`config.mk`:
```
export PLATFORM = sky130hd
export DESIGN_NAME = mk8_gpio_edge_irq
export DESIGN_NICKNAME = d
export VERILOG_FILES = /design/src/rtl/mk8_gpio_pkg.sv /design/src/rtl/mk8_gpio_debounce.sv /design/src/rtl/mk8_gpio_edge_irq.sv
export SDC_FILE = /design/constraint.sdc
export NUM_CORES = 1
export LEC_CHECK = 0
export CELL_PAD_IN_SITES_DETAIL_PLACEMENT = 0
export CELL_PAD_IN_SITES_GLOBAL_PLACEMENT = 1
export CORE_UTILIZATION = 40
export CTS_CLUSTER_DIAMETER = 150
export DETAILED_ROUTE_END_ITERATION = 8
export GPL_TIMING_DRIVEN = 0
export PLACE_DENSITY_LB_ADDON = 0.1
export SYNTH_ARGS = -nofsm -noshare
export SYNTH_HDL_FRONTEND = slang
export SYNTH_SLANG_ARGS = --single-unit
```
`constraint.sdc`:
```
create_clock -name clk -period 21.4 [get_ports clk]
set_input_delay 3.21 -clock clk [delete_from_list [all_inputs] [get_ports clk]]
set_output_delay 3.21 -clock clk [all_outputs]
set_load 0.01 [all_outputs]
```
`src/rtl/mk8_gpio_pkg.sv`:
```
// Shared constants for the Mk8 GPIO edge-interrupt port: register map and bus widths.
package mk8_gpio_pkg;

  localparam int unsigned BUS_W  = 32;
  localparam int unsigned ADDR_W = 3;

  localparam logic [ADDR_W-1:0] ADDR_DATA     = 3'd0;
  localparam logic [ADDR_W-1:0] ADDR_OUT      = 3'd1;
  localparam logic [ADDR_W-1:0] ADDR_IRQ_MASK = 3'd2;
  localparam logic [ADDR_W-1:0] ADDR_EDGE_CAP = 3'd3;
  localparam logic [ADDR_W-1:0] ADDR_OUT_SET  = 3'd4;
  localparam logic [ADDR_W-1:0] ADDR_OUT_CLR  = 3'd5;
  localparam logic [ADDR_W-1:0] ADDR_RISE_EN  = 3'd6;
  localparam logic [ADDR_W-1:0] ADDR_FALL_EN  = 3'd7;

  // Value returned when reading a write-only (set/clear) address.
  localparam logic [BUS_W-1:0] READBACK_WO = 32'h0;

endpackage

```
`src/rtl/mk8_gpio_debounce.sv`:
```
// One-bit input path: metastability synchroniser followed by a debounce counter
// that only accepts a new level after DEBOUNCE_CYCLES consecutive differing samples.
module mk8_gpio_debounce
  import mk8_gpio_pkg::*;
#(
  parameter int unsigned SYNC_STAGES     = 2,
  parameter int unsigned DEBOUNCE_CYCLES = 4
) (
  input  logic clk,
  input  logic reset,
  input  logic din,
  output logic stable
);

  localparam int unsigned CNT_W = $clog2(DEBOUNCE_CYCLES + 1);

  logic [SYNC_STAGES-1:0] sync_q;
  logic [CNT_W-1:0]       cnt_q;
  logic                   s;

  assign s = sync_q[SYNC_STAGES-1];

  // Counter restarts whenever the synchronised level agrees with the accepted one.
  always_ff @(posedge clk or posedge reset) begin
    if (reset) begin
      sync_q <= '0;
      cnt_q  <= '0;
      stable <= 1'b0;
    end else begin
      sync_q <= {sync_q[SYNC_STAGES-2:0], din};
      if (s == stable) begin
        cnt_q <= '0;
      end else if (cnt_q == CNT_W'(DEBOUNCE_CYCLES - 1)) begin
        stable <= s;
        cnt_q  <= '0;
      end else begin
        cnt_q <= cnt_q + CNT_W'(1);
      end
    end
  end

endmodule

```
`src/rtl/mk8_gpio_edge_irq.sv`:
```
// Avalon-MM GPIO port with debounced inputs, per-bit rise/fall edge capture
// (write-1-to-clear), set/clear output aliases and a maskable level interrupt.
module mk8_gpio_edge_irq
  import mk8_gpio_pkg::*;
#(
  parameter int unsigned DATA_WIDTH      = 32,
  parameter int unsigned SYNC_STAGES     = 2,
  parameter int unsigned DEBOUNCE_CYCLES = 4,
  parameter logic [31:0] OUT_RESET       = 32'h0
) (
  input  logic                  clk,
  input  logic                  reset,
  input  logic [2:0]            address,
  input  logic                  chipselect,
  input  logic                  write_n,
  input  logic [31:0]           writedata,
  output logic [31:0]           readdata,
  input  logic [DATA_WIDTH-1:0] in_port,
  output logic [DATA_WIDTH-1:0] out_port,
  output logic                  irq
);

  logic [DATA_WIDTH-1:0] stable;
  logic [DATA_WIDTH-1:0] stable_d_q;
  logic [DATA_WIDTH-1:0] irq_mask_q;
  logic [DATA_WIDTH-1:0] edge_cap_q;
  logic [DATA_WIDTH-1:0] rise_en_q;
  logic [DATA_WIDTH-1:0] fall_en_q;

  logic                  wr_en_c;
  logic [DATA_WIDTH-1:0] wdata_c;
  logic [DATA_WIDTH-1:0] edge_c;
  logic [DATA_WIDTH-1:0] clr_c;
  logic [BUS_W-1:0]      rd_mux_c;

  for (genvar i = 0; i < DATA_WIDTH; i++) begin : g_in
    mk8_gpio_debounce #(
      .SYNC_STAGES     (SYNC_STAGES),
      .DEBOUNCE_CYCLES (DEBOUNCE_CYCLES)
    ) u_debounce (
      .clk    (clk),
      .reset  (reset),
      .din    (in_port[i]),
      .stable (stable[i])
    );
  end

  assign wr_en_c = chipselect & ~write_n;
  assign wdata_c = writedata[DATA_WIDTH-1:0];
  assign edge_c  = (stable & ~stable_d_q & rise_en_q) | (~stable & stable_d_q & fall_en_q);
  assign clr_c   = (wr_en_c && address == ADDR_EDGE_CAP) ? wdata_c : '0;

  // Register file; a new edge takes priority over a simultaneous clear.
  always_ff @(posedge clk or posedge reset) begin
    if (reset) begin
      out_port   <= OUT_RESET[DATA_WIDTH-1:0];
      irq_mask_q <= '0;
      edge_cap_q <= '0;
      rise_en_q  <= '0;
      fall_en_q  <= '0;
      stable_d_q <= '0;
    end else begin
      stable_d_q <= stable;
      edge_cap_q <= (edge_cap_q & ~clr_c) | edge_c;
      if (wr_en_c) begin
        case (address)
          ADDR_DATA:     out_port   <= wdata_c;
          ADDR_IRQ_MASK: irq_mask_q <= wdata_c;
          ADDR_OUT_SET:  out_port   <= out_port | wdata_c;
          ADDR_OUT_CLR:  out_port   <= out_port & ~wdata_c;
          ADDR_RISE_EN:  rise_en_q  <= wdata_c;
          ADDR_FALL_EN:  fall_en_q  <= wdata_c;
          default: ;
        endcase
      end
    end
  end

  always_comb begin
    rd_mux_c = READBACK_WO;
    case (address)
      ADDR_DATA:     rd_mux_c = BUS_W'(stable);
      ADDR_OUT:      rd_mux_c = BUS_W'(out_port);
      ADDR_IRQ_MASK: rd_mux_c = BUS_W'(irq_mask_q);
      ADDR_EDGE_CAP: rd_mux_c = BUS_W'(edge_cap_q);
      ADDR_RISE_EN:  rd_mux_c = BUS_W'(rise_en_q);
      ADDR_FALL_EN:  rd_mux_c = BUS_W'(fall_en_q);
      default:       rd_mux_c = READBACK_WO;
    endcase
  end

  // Read data is refreshed every cycle, independent of chipselect.
  always_ff @(posedge clk or posedge reset) begin
    if (reset) readdata <= '0;
    else       readdata <= rd_mux_c;
  end

  assign irq = |(edge_cap_q & irq_mask_q);

endmodule

```
Word-level counts from Yosys, hierarchy flattened

Cells that the tools add are included.

Output and inout port bits: 65
Register bits after elaboration: 416
Input port bits: 71

Equality and inequality tests: 71
Multiplexer cells: 67
Add/subtract/negate cells: 32
Reduce and logical (&&, ||, !) cells: 40
Bitwise logic cells: 48

Operators by type and width:

| cell                | number |
|---|---|
| $and 32x32->32      | 7 |
| $mux 3              | 64 |
| $pmux 32 s6         | 1 |
| $not 32->32         | 4 |
| $eq 3x2->1 const B  | 34 |
| $add 3x1->3 const B | 32 |
| $or 32x32->32       | 3 |
| $pmux 32 s3         | 1 |
| $reduce_and 2->1    | 36 |
| $not 1->1           | 33 |
| $eq 1x1->1          | 32 |
| $mux 32             | 1 |
| $reduce_or 32->1    | 1 |
| $eq 3x3->1 const B  | 4 |
| $eq 3x1->1 const B  | 1 |
| $logic_not 3->1     | 1 |
| $reduce_bool 3->1   | 1 |
| $and 1x1->1         | 1 |
| $logic_and 1x1->1   | 1 |

Depth between registers and ports, before layout

Gate-level depths: netlist of run 1.

Depth in word-level cells: 7
Gate-level depth with buffers: 7

By module

Synthesis of run 1 repeated with hierarchy kept, for this count alone.

Cell total of the unflattened synthesis: 1211
Area, all modules: 16920.0 um2

Modules (own cells, without submodules):

| module            | area each (um2) | times used | seq. area each (um2) | cells an instance |
|---|---|---|---|---|
| mk8_gpio_edge_irq | 9873.2          | 1          | 5605.4               | 763 |
| mk8_gpio_debounce | 220.2           | 32         | 150.1                | 14 |

Worst setup path before layout of run 1

OpenSTA, ideal clock, no wires.

Kind: input port to flip-flop
From: in address[2]
To: reg rise_en_q[0]
Slack: 16877 ps
Arrival time: 4398 ps
Stages on the path: 7
Library setup time: 125 ps
Cell sequence: clkbuf_2 and3b_1 clkbuf_1 and2_1 buf_6 buf_6 mux2_4

Longest elaborated chain between the ends: 2

Ends and longest elaborated chain:

| what                              | line                    | text |
|---|---|---|
| start: declaration                | mk8_gpio_edge_irq.sv:13 | `input logic [2:0] address,` |
| $eq 3x3->1                        | mk8_gpio_edge_irq.sv:66 | `case (address)` |
| $reduce_and 2->1 (no source line) | -                       |  |
| end signal: assignment            | mk8_gpio_edge_irq.sv:71 | `ADDR_RISE_EN: rise_en_q <= wdata_c;` |
| end: declaration                  | mk8_gpio_edge_irq.sv:27 | `logic [DATA_WIDTH-1:0] rise_en_q;` |

No other way between the ends.
A chain may end at the register's enable or synchronous reset.

Worst setup path after layout of run 1

From: reg edge_cap_q[23]
To: out irq

Longest elaborated chain between the ends: 2

Ends and longest elaborated chain:

| what                     | line                    | text |
|---|---|---|
| start: declaration       | mk8_gpio_edge_irq.sv:26 | `logic [DATA_WIDTH-1:0] edge_cap_q;` |
| start signal: assignment | mk8_gpio_edge_irq.sv:64 | `edge_cap_q <= (edge_cap_q & ~clr_c) \| edge_c;` |
| $and 32x32->32           | mk8_gpio_edge_irq.sv:98 | `assign irq = \|(edge_cap_q & irq_mask_q);` |
| $reduce_or 32->1         | mk8_gpio_edge_irq.sv:98 |  |
| end: declaration         | mk8_gpio_edge_irq.sv:20 | `output logic irq` |

No other way between the ends.

==> results of run 1 <==
-- synthesized netlist by cell type --
| cell | count | area share |
|---|---|---|
| nor3b_2 | 1 | 0.00077 |
| o22ai_1 | 4 | 0.0015 |
| or4_1 | 1 | 0.00046 |
| nand2_1 | 37 | 0.0085 |
| and3b_1 | 11 | 0.0059 |
| and2_1 | 2 | 0.00077 |
| nor2b_1 | 31 | 0.012 |
| nand3_1 | 64 | 0.020 |
| dfrtp_1 | 416 | 0.64 |
| nand3b_1 | 28 | 0.013 |
| mux2_4 | 30 | 0.028 |
| clkbuf_1 | 25 | 0.0057 |
| nor3_1 | 24 | 0.0073 |
| buf_2 | 14 | 0.0043 |
| buf_6 | 7 | 0.0048 |
| mux2_2 | 87 | 0.060 |
| and3_1 | 1 | 0.00038 |
| xnor2_1 | 32 | 0.017 |
| a21o_1 | 32 | 0.015 |
| ha_1 | 32 | 0.024 |
| inv_1 | 1 | 0.00023 |
| mux2_1 | 11 | 0.0076 |
| a22o_1 | 32 | 0.017 |
| nand2b_1 | 11 | 0.0042 |
| clkbuf_2 | 1 | 0.00031 |
| buf_1 | 6 | 0.0014 |
| nor3b_1 | 60 | 0.028 |
| o21ai_0 | 28 | 0.0086 |
| o211ai_1 | 32 | 0.015 |
| nand4_1 | 4 | 0.0015 |
| a22oi_1 | 112 | 0.051 |
-- path summary, 6_finish.rpt --
check | startpoint | end | depth (start not counted) | slack (ns)
hold / removal | g_in[7].u_debounce.sync_q[0] | g_in[7].u_debounce.sync_q[1] | 0 | 0.34
setup reg to reg | g_in[10].u_debounce.cnt_q[0] | g_in[10].u_debounce.stable | 3 | 20.13
max in group asynchronous | reset | g_in[21].u_debounce.sync_q[1] | 4 | 16.78
setup / recovery | edge_cap_q[23] | irq | 4 | 15.58
hold reg to reg | g_in[7].u_debounce.sync_q[0] | g_in[7].u_debounce.sync_q[1] | 0 | 0.34
min in group asynchronous | reset | g_in[7].u_debounce.sync_q[0] | 2 | 3.11
-- final cells by class --
type | instances | area [um^2]
Fill cell | 3536 | 20110
Tap cell | 525 | 656.9
Clock inverter | 11 | 111.4
Antenna cell | 1 | 2.502
Buffer | 53 | 270.3
Clock buffer | 68 | 1355
Inverter | 1 | 11.26
Sequential cell | 416 | 10410
Timing Repair Buffer | 136 | 1414
Multi-Input combinational cell | 707 | 5664
-- stage by stage --
step,instance area (um^2),instances,util
floorplan,16350,1177,-
global placement,18340,1835,0.4583
detailed placement,18430,1838,0.4606
CTS,19890,1917,0.4972
global route,19890,1917,0.4972
finish,19900,1918,0.4973
-- state kept, by name, summed over array words and instances, names as in the netlist --
register	cells
out_port	32
edge_cap_q	32
g_in.u_debounce.cnt_q	96
rise_en_q	32
g_in.u_debounce.sync_q	64
g_in.u_debounce.stable	32
stable_d_q	32
irq_mask_q	32
fall_en_q	32
readdata	32
-- cells by family after synthesis --
logic type,Yosys count,share of synthesized area
AO/OA/AOI/OAI,240,0.1081
multiplexers,128,0.09506
flip-flops,416,0.6368
AND/OR/NAND/NOR,275,0.1017
XOR/XNOR,32,0.01714
buffers and inverters,54,0.01676
adder cells (fa/ha/maj),32,0.02449
-- critical path: cells and delay by family, from the launching register on --
family / cells / cell delay (ns)
buffers and inverters: 1 / 0.53
flip-flops: 1 / 0.41
AND/OR/NAND/NOR: 2 / 0.80
AO/OA/AOI/OAI: 1 / 0.31
-- power by group through the flow --
stage,sequential (uW),clock [uW],combinational [uW]
floorplan,1120,0,295
global placement,1170,0,430
detailed placement,1170,0,443
CTS,1160,795,445
global route,1190,826,492
finish,1160,773,438
-- layer usage --
| layer | part of all wire | GRT usage | wire length (um) | vias up |
|---|---|---|---|---|
| li1 | - | - | - | 4722 |
| met1 | 0.47 | 0.3024 | 20030 | 5309 |
| met2 | 0.45 | 0.3179 | 18930 | 239 |
| met3 | 0.051 | 0.04098 | 2176 | 70 |
| met4 | 0.027 | 0.07276 | 1141 | 2 |
| met5 | 0.00040 | 0 | 17 | - |
==> reports/qor.yml, run 1 <==
clock_network:
  postCtsHoldBufs: 0
  clock_path_buffers: 3
  cts_sinks: 416
  numCtsBuffers: 45
  clockRootBuffer: "clkbuf_16"
  htreeDepth: 2
  cts_resized: 0
  worstSkewPairLatency_ns: 0.57
  cts_tree: "built"
  clk_pin_slew_ns: 0.06
  cts_setup_buffers: 0
pwr:
  power_density_mw_per_mm2: 119.1
  seqPwrFrac: 0.489
  leakage_uw: 0.008520
  p_sw_uw: 672.8
  power_frac_comb: 0.185
  peakVddDrop_v: 0.00007805
  p_clk_frac: 0.326
  netSwitchingFraction: 0.2840
  power_uw: 2369
  p_int_uw: 1696
sta:
  finalSetupViolCount: 0
  setup_slack_ns: 15.58
  relSlewSlack: 0.2763
  fin_crit_ns: 5.823
  worstMarginPinSlew_ns: 1.086
  grt_setup_unrepaired: "no"
  worst_hold_slack_ns: 0.3415
  fmax_mhz: 171.7
  skew_ns: 0.01225
  setup_tns_ns: 0
  final-hold-violation-count: 0
  fin_crit_sh: 0.2721
  slew_viol_final: 0
route:
  via_per_inst: 5.392
  drt-pass1-iter-count: 5
  ant_nets: 0
  wl_per_cell_um: 22.05
  routed_wirelength_um: 42300
  drt_first_iter_violations: 667
  remaining_drc_errors: 0
  vias: 10340
synth:
  syn_area_mm2: 0.01635
  syn_nets: 1280
  syn_inst: 1177
  synth_cell_type_count: 31
  ys_warn_count: 0
  yosysSeqAreaShare: 0.6368
  avgSynthCellArea_um2: 13.89
  ys_ff_latch: 416
placed_design:
  dp_hpwl_um: 27970
  place_congestion: 0.8204
  io_buffers: 133
  dp_slack_ns: 15.44
worst_setup_path:
  cp_data_required_time_ns: 18.19
  critical_path_class: "flop to output port"
  slowest_stage: "or4_1"
  critPathMaxFanout: 3
  cp-end-kind: "output port"
  cp_cell_sequence: "a22oi_1, nand4_1, or4_1, clkdlybuf4s50_1"
  cp_data_arrival_time_ns: 2.61
  cpPeakStageDelay_ns: 0.64
  startpoint_type: "flop"
layout:
  layout.cells.most_common_list: "416 x dfrtp_1, 133 x clkdlybuf4s50_1, 112 x a22oi_1, 87 x mux2_2, 64 x nand3_1"
  drive_above_1_share: 0.1523
  fin_nets: 1463
  final_common_cell: "dfrtp_1"
  area_delta_synth_final_pct: 21.70
die:
  core_area_mm2: 0.04001
  die_w_um: 204.2
  start_util: 0.4086
  die_area_mm2: 0.04168
  rows: 73
  fp.dieH_um: 204.2
  io_pins: 136
grt:
  antenna_found_initial: 2
  grt_pass1_vias: 10640
  grt_max_degree: 127
  grt-ovfl-total: 0
  grtUsageTotal: 0.2106
  grt_pass1_wl_um: 65570
min_path:
  hold_path.class: "flop to flop"
run:
  maxCapViolCount: 0
outcome:
  status: "finished, final reports clean"
(Power assumes the default switching activity.)
==> run 2, diff against run 1 <==
clock period = 5.34 ns   (was 21.4 ns; I/O delays follow)
==> reports/qor.yml, run 2 (synthesis gave the netlist of run 1 again) <==
die:
  die_w_um: 204.2  # unchanged
  core_area_mm2: 0.04001  # unchanged
  fp.dieH_um: 204.2  # unchanged
  rows: 73  # unchanged
  io_pins: 136  # unchanged
  start_util: 0.4086  # unchanged
  die_area_mm2: 0.04168  # unchanged
clock_network:
  clockRootBuffer: "clkbuf_16"
  postCtsHoldBufs: 0  # unchanged
  clock_path_buffers: 3  # unchanged
  cts_resized: 0  # unchanged
  htreeDepth: 2  # unchanged
  clk_pin_slew_ns: 0.06  # about the same
  cts_setup_buffers: 0  # unchanged
  cts_sinks: 416  # unchanged
  cts_tree: "built"
  numCtsBuffers: 46  # +2.2%
  worstSkewPairLatency_ns: 0.57  # about the same
layout:
  layout.cells.most_common_list: "416 x dfrtp_1, 133 x clkdlybuf4s50_1, 112 x a22oi_1, 87 x mux2_2, 64 x nand3_1"
  area_delta_synth_final_pct: 23.44
  final_cell_area_mm2: 0.02018  # +1.4%
  reg_top3: "g_in.u_debounce.cnt_q (96), g_in.u_debounce.sync_q (64)"
  instances_no_fill: 1929  # +0.57%
  fin_nets: 1473  # +0.68%
  drive_above_1_share: 0.1624  # +0.01009
  final_common_cell: "dfrtp_1"
  largest_register_ffs: 96  # unchanged
  fillerInstances: 3507  # -0.82%
  largest-register: "g_in.u_debounce.cnt_q"
  antenna_cells: 0  # -1
route:
  routed_wirelength_um: 42840  # +1.3%
  vias: 10400  # +0.53%
  drt_first_iter_violations: 715  # +7.2%
  remaining_drc_errors: 0  # unchanged
  wl_per_cell_um: 22.21  # +0.69%
  via_per_inst: 5.390  # about the same
  ant_nets: 0  # unchanged
  drt-pass1-iter-count: 5  # unchanged
pwr:
  power_frac_comb: 0.182  # -0.003
  netSwitchingFraction: 0.2807  # -0.003259
  leakage_uw: 0.008645  # +1.5%
  p_clk_frac: 0.343  # +0.017
  peakVddDrop_v: 0.0002218  # +180%
  power_density_mw_per_mm2: 482.9  # +310%
  seqPwrFrac: 0.476  # -0.013
  p_int_uw: 7009  # +310%
  p_sw_uw: 2736  # +310%
grt:
  grt-ovfl-total: 0  # unchanged
  grt_max_degree: 43  # -66%
  antenna_found_initial: 1  # -1
  grt_pass1_vias: 10590  # -0.47%
  grt_pass1_wl_um: 65650  # +0.13%
  grtUsageTotal: 0.2125  # +0.001867
run:
  maxCapViolCount: 0  # unchanged
sta:
  relSlewSlack: 0.2402  # -0.03604
  fin_crit_ns: 3.482
  fmax_mhz: 287.2
  worstMarginPinSlew_ns: 1.140  # +0.05406 ns
  finalSetupViolCount: 0  # unchanged
  slew_viol_final: 0  # unchanged
  fin_crit_sh: 0.6520
  grt_setup_unrepaired: "no"
  final-hold-violation-count: 0  # unchanged
  skew_ns: 0.01330  # +0.001051 ns
min_path:
  hold_path.class: "flop to flop"
  min_delay_path_depth: 0  # unchanged
placed_design:
  io_buffers: 133  # unchanged
  dp_cells: 1847  # +0.49%
  dpl-instance-area_mm2: 0.01858  # +0.84%
  place_congestion: 0.8387  # +2.2%
  dp_hpwl_um: 28900  # +3.3%
worst_setup_path:
  startpoint_type: "flop"
  critPathMaxFanout: 3  # unchanged
  cp_data_required_time_ns: 4.54  # -13.65 ns
  cp_data_arrival_time_ns: 2.68  # +0.07 ns
  cp-end-kind: "output port"
  r2r_cells: 3  # unchanged
  critical_path_class: "flop to output port"
outcome:
  status: "finished, final reports clean"
## run 2: final timing paths
| path | from | endpoint | slack [ns] |
|---|---|---|---|
| setup / recovery | irq_mask_q[23] | irq | 1.86 |
| setup reg to reg | g_in[9].u_debounce.cnt_q[0] | g_in[9].u_debounce.stable | 4.09 |
| hold / removal | g_in[17].u_debounce.sync_q[0] | g_in[17].u_debounce.sync_q[1] | 0.34 |
| max in group asynchronous | reset | g_in[25].u_debounce.cnt_q[2] | 3.46 |
| min in group asynchronous | reset | rise_en_q[9] | 0.60 |
| hold reg to reg | g_in[17].u_debounce.sync_q[0] | g_in[17].u_debounce.sync_q[1] | 0.34 |
## run 2: per-layer routing
metal  wire, um  track usage  up-vias  share of wire
li1           -            -     4743              -
met4        962      0.06636        2          0.022
met5         14            0        -        0.00033
met1      20160       0.3075     5332           0.47
met2      19570       0.3253      260           0.46
met3       2130      0.03587       60          0.050
## run 2: metrics by stage
step / total power, uW / setup slack (ns) / TNS [ns] / util / hold WS, ns
floorplan: 5680 / -1.071 / -445.35 / - / 0.3312
global placement: 6399 / -4.027 / -1659.87 / 0.4584 / 0.3314
detailed placement: 6474 / 1.868 / 0 / 0.4644 / 0.3347
CTS: 9859 / 1.877 / 0 / 0.5044 / 0.3490
global route: 10280 / 1.832 / 0 / 0.5044 / 0.3547
finish: 9745 / 1.858 / 0 / 0.5044 / 0.3446
## run 2: final cells by class
cell class / count / area [um^2] / share of cell area
sequential: 416 / 10410 / 0.5159
buffer: 53 / 270.3 / 0.01339
multi-input combinational: 707 / 5664 / 0.2807
clock inverter: 20 / 264.0 / 0.01308
inverter: 1 / 7.507 / 0.0003720
timing repair buffer: 145 / 1572 / 0.07788
clock buffer: 62 / 1335 / 0.06616
tap: 525 / 656.9 / 0.03255
## run 2: power groups by stage
| stage | combinational, uW | sequential [uW] | clock (uW) |
|---|---|---|---|
| 2_1_floorplan | 1180 | 4500 | 0 |
| 3_3_place_gp | 1720 | 4680 | 0 |
| 3_5_place_dp | 1790 | 4690 | 0 |
| 4_1_cts | 1800 | 4640 | 3430 |
| 5_1_grt | 1970 | 4750 | 3560 |
| 6_report | 1770 | 4640 | 3340 |
## run 2: critical path, stage by stage (launching register included)
cell,delay [ns]
dfrtp_1,0.43
a22oi_1,0.34
nand4_1,0.17
or4_1,0.65
clkdlybuf4s50_1,0.53
